$ cat src/rtl/meter_input_conditioner_if.sv
// Button and command bundle between the front panel and the parking meter.
// The conditioner is the slave: it receives raw buttons and drives command pulses.
interface meter_input_conditioner_if;
    logic btn_add1;
    logic btn_add2;
    logic btn_add3;
    logic btn_add4;
    logic btn_rst1;
    logic btn_rst2;
    logic add1;
    logic add2;
    logic add3;
    logic add4;
    logic rst1;
    logic rst2;

    modport master (
        output btn_add1, btn_add2, btn_add3, btn_add4, btn_rst1, btn_rst2,
        input  add1, add2, add3, add4, rst1, rst2
    );

    modport slave (
        input  btn_add1, btn_add2, btn_add3, btn_add4, btn_rst1, btn_rst2,
        output add1, add2, add3, add4, rst1, rst2
    );
endinterface

$ cat src/rtl/meter_input_conditioner.sv
// Turns six raw parking-meter buttons into debounced, auto-repeating, mutually
// exclusive single-cycle command pulses.
module meter_input_conditioner #(
    parameter int DEBOUNCE_CYCLES = 1_000_000,
    parameter int REPEAT_DELAY    = 50_000_000,
    parameter int REPEAT_PERIOD   = 25_000_000,
    parameter int CNT_W           = 26
) (
    input logic clk,
    input logic rst,
    meter_input_conditioner_if.slave bus
);
    typedef enum logic [2:0] {WAIT_REL, IDLE, PRESS, HELD, REPEAT} state_t;

    // Channel index doubles as priority: higher index wins.
    localparam int NCH = 6;
    localparam int NADD = 4;
    localparam logic [CNT_W-1:0] ONE  = CNT_W'(1);
    localparam logic [CNT_W-1:0] DEB  = CNT_W'(DEBOUNCE_CYCLES);
    localparam logic [CNT_W-1:0] RDLY = CNT_W'(REPEAT_DELAY);
    localparam logic [CNT_W-1:0] RPER = CNT_W'(REPEAT_PERIOD);

    logic [NCH-1:0]   raw;
    logic [NCH-1:0]   sync_p0, sync_p1;
    state_t           state_q [NCH];
    state_t           state_n [NCH];
    logic [CNT_W-1:0] cnt_q [NCH];
    logic [CNT_W-1:0] cnt_n [NCH];
    logic [CNT_W-1:0] cnt_inc [NCH];
    logic [NCH-1:0]   set_c;
    logic [NCH-1:0]   pend_q, pend_n;
    logic [NCH-1:0]   gnt;
    logic [NCH-1:0]   out_q;

    assign raw = {bus.btn_rst1, bus.btn_rst2, bus.btn_add4,
                  bus.btn_add3, bus.btn_add2, bus.btn_add1};

    // Stage p0/p1: two-flop synchroniser for the asynchronous buttons.
    always_ff @(posedge clk) begin
        if (rst) begin
            sync_p0 <= '0;
            sync_p1 <= '0;
        end else begin
            sync_p0 <= raw;
            sync_p1 <= sync_p0;
        end
    end

    // Per-channel debounce / repeat state machines.
    always_ff @(posedge clk) begin
        for (int i = 0; i < NCH; i++) begin
            if (rst) begin
                state_q[i] <= WAIT_REL;
                cnt_q[i]   <= '0;
            end else begin
                state_q[i] <= state_n[i];
                cnt_q[i]   <= cnt_n[i];
            end
        end
    end

    always_comb begin
        set_c = '0;
        for (int i = 0; i < NCH; i++) begin
            state_n[i] = state_q[i];
            cnt_n[i]   = cnt_q[i];
            cnt_inc[i] = cnt_q[i] + ONE;
            case (state_q[i])
                WAIT_REL: begin
                    if (sync_p1[i]) begin
                        cnt_n[i] = '0;
                    end else if (cnt_inc[i] == DEB) begin
                        state_n[i] = IDLE;
                        cnt_n[i]   = '0;
                    end else begin
                        cnt_n[i] = cnt_inc[i];
                    end
                end
                IDLE: begin
                    if (sync_p1[i]) begin
                        state_n[i] = PRESS;
                        cnt_n[i]   = '0;
                    end
                end
                PRESS: begin
                    if (!sync_p1[i]) begin
                        state_n[i] = IDLE;
                        cnt_n[i]   = '0;
                    end else if (cnt_inc[i] == DEB) begin
                        set_c[i]   = 1'b1;
                        state_n[i] = HELD;
                        cnt_n[i]   = '0;
                    end else begin
                        cnt_n[i] = cnt_inc[i];
                    end
                end
                HELD: begin
                    if (!sync_p1[i]) begin
                        state_n[i] = WAIT_REL;
                        cnt_n[i]   = '0;
                    end else if (i < NADD) begin
                        if (cnt_inc[i] == RDLY) begin
                            set_c[i]   = 1'b1;
                            state_n[i] = REPEAT;
                            cnt_n[i]   = '0;
                        end else begin
                            cnt_n[i] = cnt_inc[i];
                        end
                    end
                end
                REPEAT: begin
                    if (!sync_p1[i]) begin
                        state_n[i] = WAIT_REL;
                        cnt_n[i]   = '0;
                    end else if (cnt_inc[i] == RPER) begin
                        set_c[i] = 1'b1;
                        cnt_n[i] = '0;
                    end else begin
                        cnt_n[i] = cnt_inc[i];
                    end
                end
                default: begin
                    state_n[i] = WAIT_REL;
                    cnt_n[i]   = '0;
                end
            endcase
        end
    end

    // Fixed-priority grant; a meter-reset grant also drops every queued add,
    // including one being set on the same edge.
    always_comb begin
        gnt = '0;
        for (int i = 0; i < NCH; i++) begin
            if (pend_q[i]) gnt = NCH'(1) << i;
        end
        pend_n = (pend_q & ~gnt) | set_c;
        if (gnt[NCH-1] || gnt[NCH-2]) pend_n[NADD-1:0] = '0;
    end

    always_ff @(posedge clk) begin
        if (rst) begin
            pend_q <= '0;
            out_q  <= '0;
        end else begin
            pend_q <= pend_n;
            out_q  <= gnt;
        end
    end

    assign bus.add1 = out_q[0];
    assign bus.add2 = out_q[1];
    assign bus.add3 = out_q[2];
    assign bus.add4 = out_q[3];
    assign bus.rst2 = out_q[4];
    assign bus.rst1 = out_q[5];
endmodule
$ cat src/flat_wrapper.sv
// flat-port wrapper written by rule: the top's interface ports become plain ports
module meter_input_conditioner_flat 
#(
    parameter int DEBOUNCE_CYCLES = 1_000_000,
    parameter int REPEAT_DELAY    = 50_000_000,
    parameter int REPEAT_PERIOD   = 25_000_000,
    parameter int CNT_W           = 26
)
  (clk, rst, bus_btn_add1, bus_btn_add2, bus_btn_add3, bus_btn_add4, bus_btn_rst1, bus_btn_rst2, bus_add1, bus_add2, bus_add3, bus_add4, bus_rst1, bus_rst2);
  meter_input_conditioner_if bus_i ();
  input logic clk;
  input logic rst;
  input wire logic [$bits(bus_i.btn_add1)-1:0] bus_btn_add1;
  input wire logic [$bits(bus_i.btn_add2)-1:0] bus_btn_add2;
  input wire logic [$bits(bus_i.btn_add3)-1:0] bus_btn_add3;
  input wire logic [$bits(bus_i.btn_add4)-1:0] bus_btn_add4;
  input wire logic [$bits(bus_i.btn_rst1)-1:0] bus_btn_rst1;
  input wire logic [$bits(bus_i.btn_rst2)-1:0] bus_btn_rst2;
  output wire logic [$bits(bus_i.add1)-1:0] bus_add1;
  output wire logic [$bits(bus_i.add2)-1:0] bus_add2;
  output wire logic [$bits(bus_i.add3)-1:0] bus_add3;
  output wire logic [$bits(bus_i.add4)-1:0] bus_add4;
  output wire logic [$bits(bus_i.rst1)-1:0] bus_rst1;
  output wire logic [$bits(bus_i.rst2)-1:0] bus_rst2;
  assign bus_i.btn_add1 = bus_btn_add1;
  assign bus_i.btn_add2 = bus_btn_add2;
  assign bus_i.btn_add3 = bus_btn_add3;
  assign bus_i.btn_add4 = bus_btn_add4;
  assign bus_i.btn_rst1 = bus_btn_rst1;
  assign bus_i.btn_rst2 = bus_btn_rst2;
  assign bus_add1 = bus_i.add1;
  assign bus_add2 = bus_i.add2;
  assign bus_add3 = bus_i.add3;
  assign bus_add4 = bus_i.add4;
  assign bus_rst1 = bus_i.rst1;
  assign bus_rst2 = bus_i.rst2;
  meter_input_conditioner #(.DEBOUNCE_CYCLES(DEBOUNCE_CYCLES), .REPEAT_DELAY(REPEAT_DELAY), .REPEAT_PERIOD(REPEAT_PERIOD), .CNT_W(CNT_W)) u_core (.clk(clk), .rst(rst), .bus(bus_i));
endmodule
$ cat config.mk
export PLATFORM = sky130hd
export DESIGN_NAME = meter_input_conditioner_flat
export DESIGN_NICKNAME = d
export VERILOG_FILES = /design/src/rtl/meter_input_conditioner_if.sv /design/src/rtl/meter_input_conditioner.sv /design/src/flat_wrapper.sv
export SDC_FILE = /design/constraint.sdc
export NUM_CORES = 1
export LEC_CHECK = 0
export CORE_ASPECT_RATIO = 1.4
export CORE_MARGIN = 2
export CORE_UTILIZATION = 44
export DETAILED_ROUTE_END_ITERATION = 8
export PLACE_DENSITY = 0.62
export SLEW_MARGIN = 20
export SYNTH_ARGS = -nofsm -noshare
export SYNTH_HDL_FRONTEND = slang
export SYNTH_SLANG_ARGS = --single-unit
$ cat constraint.sdc
create_clock -name clk -period 4.2 [get_ports clk]
set_input_delay 0.63 -clock clk [delete_from_list [all_inputs] [get_ports clk]]
set_output_delay 0.63 -clock clk [all_outputs]
set_load 0.005 [all_outputs]
==> results.yml <==
outcome:
  status: "completed"
placement:
  hpwl_microns: 22600
  port_buffers: 13
  place_inst: 1908
  gp_congestion: 0.922
clocking:
  cts_tree: "yes"
  clk_path_buf_depth: 2
  cts_made_buffers: 17
  path_clk_slew_ns: 0.08
  clkLatencyLatePin_ns: 0.45
  cts-root-buf: "clkbuf_16"
  htreeDepth: 4
  cts_setup_buffers: 0
  cts.sinks: 196
die:
  die_h_microns: 199
  std_cell_rows: 71
  dieArea_sq_um: 28600
  fp.dieW_microns: 144
  io_pins: 14
  start_util_pct: 44.7
  core-area_sq_um: 26800
routing:
  routed_via_density: 5.85
  drtIter0Drc: 509
  postRouteAntennaNets: 0
  wl_microns: 30500
  via_count: 11400
  post_drt_wl_per_cell_microns: 15.7
  route.detailed.drc: 0
  drtPass1Iterations: 5
setup_path:
  critical_path_class: "register to register"
  crit_chain: "nand3_1, or4_1, or3_1, xnor2_1, nor4_2, buf_4, a31oi_1, a211o_1, and2_1, buf_4, a21o_1, a22o_1"
  worstPathArrival_ns: 4.28
  slowest_stage: "or4_1"
  cpMostUsedCell: "buf_4"
  cp_max_fo: 11
  cp.required_ns: 4.54
  worstSetupEndpointType: "register"
  worst_setup_path_start_kind: "register"
  critPathMaxStageDelay_ns: 0.80
cells_and_area:
  mostFrequentLayoutCell: "dfxtp_1"
  fill_cells: 2681
  mostFrequentLayoutCells: "dfxtp_1, nor2_1, nand2_1, nand3_1, xor2_1"
  drive_above_1_share_pct: 6.79
  fin_cells: 1940
  syn_to_final_growth_pct: 8.99
  nNetsFinal: 1576
  antenna-diode-count: 0
power:
  switching_power_mw: 0.925
  power_density_nw_per_um2: 279
  seq_power_share_pct: 52.3
  switching_share_pct: 25.4
  clockPowerShare_pct: 43.7
  max-vdd-ir-drop_uv: 246
  intPower_mw: 2.72
  p_leak_nw: 4.51
  combPwrFrac_pct: 4.0
synth:
  synth_nets: 1599
  synth.area.top_cells: "dfxtp_1, nor2_1, nand2_1"
  synth-async-reset-ratio_pct: 0
  syn-cell-area_sq_um: 12000
  synthDistinctLibCells: 79
  yosysWarnings: 0
  syn_avg_cell_area_sq_um: 7.57
  synth_top_area_cell: "dfxtp_1"
  syn_inst: 1585
  synth_edf_count: 0
  yosysSeqAreaShare_pct: 32.7
  synth-seq-cells: 196
  ys.flop_type: "dfxtp_1"
  synth_top_cell_area_share_pct: 32.7
global_routing:
  grt_pass1_vias: 10700
  grt_pass1_wl_microns: 50800
  antenna_found_initial: 0
  grt_max_degree: 48
  gr-total-overflow: 0
  grt_usage_pct: 21.6
min_path:
  min_path_type: "register to register"
timing:
  hold_violations: 0
  min_period_ns: 3.94
  finalCritPeriodShare_pct: 93.8
  max_freq_mhz: 254
  rsz0062_at_grt: "no"
  setup_tns_ns: 0
  fin_skew_ns: 0.0129
  worst_pin_slew_ns: 0.964
  slew_headroom_pct: 35.5
  drv_slew: 0
  setup_violations: 0
flow_run:
  max_cap_violations: 0
==> registers in the layout (all words and copies together), names as in the netlist <==
signal	flops
u_core.cnt_q	156
u_core.out_q	6
u_core.pend_q	6
u_core.state_q	16
u_core.sync_p0	6
u_core.sync_p1	6
==> cell type report <==
class	count	area (sq um)	share of cell area, %
multi-input combinational	1251	7530	57.6
sequential	196	3920	30.0
tap	365	457	3.49
timing repair buffer	57	455	3.48
clock buffer	17	425	3.25
inverter	39	146	1.12
clock inverter	15	143	1.09
==> cells by family after synthesis <==
kind of cell,after synthesis,share of synthesized area [%]
AOI/OAI and AO/OA,298,17.1
DFF,196,32.7
muxes,12,1.02
adders and majority gates,6,0.626
and+or+nand+nor,819,35.5
xor gates and xnor gates,116,8.47
buffers and inverters,138,4.67
==> power by group through the flow <==
stage / sequential, mW / clock (mW) / combinational (mW)
floorplan: 1.94 / 0 / 0.112
global placement: 1.95 / 0 / 0.146
detailed placement: 1.95 / 0 / 0.148
CTS: 1.90 / 1.64 / 0.149
global route: 1.91 / 1.70 / 0.165
finish: 1.90 / 1.59 / 0.147
==> cells in the mapped netlist (5+ instances only) <==
cell type,number
nand2b_1,5
nand4_1,55
nor4_1,40
a221o_1,6
a31oi_1,23
xor2_1,65
or2_2,7
mux2i_1,10
and4_1,22
a22oi_1,21
nor3b_1,11
o311ai_0,5
nor4b_1,9
and2_1,17
a211oi_1,12
nand3_1,107
o21a_1,7
a21boi_0,5
o211ai_1,10
a21oi_1,60
or4_1,14
inv_1,39
o31ai_1,10
nor2_1,192
a22o_1,9
dfxtp_1,196
a2111oi_0,8
ha_1,6
and3_1,37
nand2_1,163
o21ai_0,54
xnor2_1,51
or3_1,19
nor2b_1,27
o22ai_1,6
o211a_1,6
buf_2,18
nand3b_1,7
nor3_1,60
clkbuf_1,74
a21o_1,14
o31a_1,8
==> per-stage QoR <==
stage	cell area [sq um]	power (mW)	hold WS (ns)	util (%)	setup slack (ns)
final	13100	3.64	0.445	48.8	0.259
after floorplan	12000	2.05	0.414	-	0.733
after CTS	13100	3.70	0.450	48.7	0.257
after global placement	12500	2.09	0.423	46.6	0.335
after global routing	13100	3.78	0.459	48.8	0.00827
after detailed placement	12500	2.10	0.432	46.6	0.281
==> repair_timing <==
item / CTS / global route
endpoints found under the setup margin: 0 / 1
hold buffers: 0 / 0
resized for setup: 0 / 1
==> worst paths after layout <==
check	start	end	slack (ns)	cells after the start
worst min-delay path	u_core.sync_p0[3]$_SDFF_PP0_	u_core.sync_p1[3]$_SDFF_PP0_	0.45	1
worst max-delay path	u_core.cnt_q[3][8]$_SDFFE_PP0N_	u_core.cnt_q[3][3]$_SDFFE_PP0N_	0.26	12
worst min register to register	u_core.sync_p0[3]$_SDFF_PP0_	u_core.sync_p1[3]$_SDFF_PP0_	0.45	1
worst max register to register	u_core.cnt_q[3][8]$_SDFFE_PP0N_	u_core.cnt_q[3][3]$_SDFFE_PP0N_	0.26	12
==> critical path, delay by kind of cell, from the launching register on <==
family / cells / cell delay, ns
DFF: 1 / 0.42
AOI/OAI and AO/OA: 4 / 0.82
and+or+nand+nor: 5 / 2.05
xor gates and xnor gates: 1 / 0.17
buffers and inverters: 2 / 0.38
==> layer usage <==
layer | GRT usage, % | vias up | part of all wire [%]
met1 | 24.5 | 5373 | 43
met4 | 9.22 | 0 | 2.9
met2 | 40.4 | 206 | 52
met3 | 2.49 | 65 | 2.4
met5 | 0 | - | 0
li1 | - | 5713 | -
No activity file was read; power rests on OpenSTA's default activity.
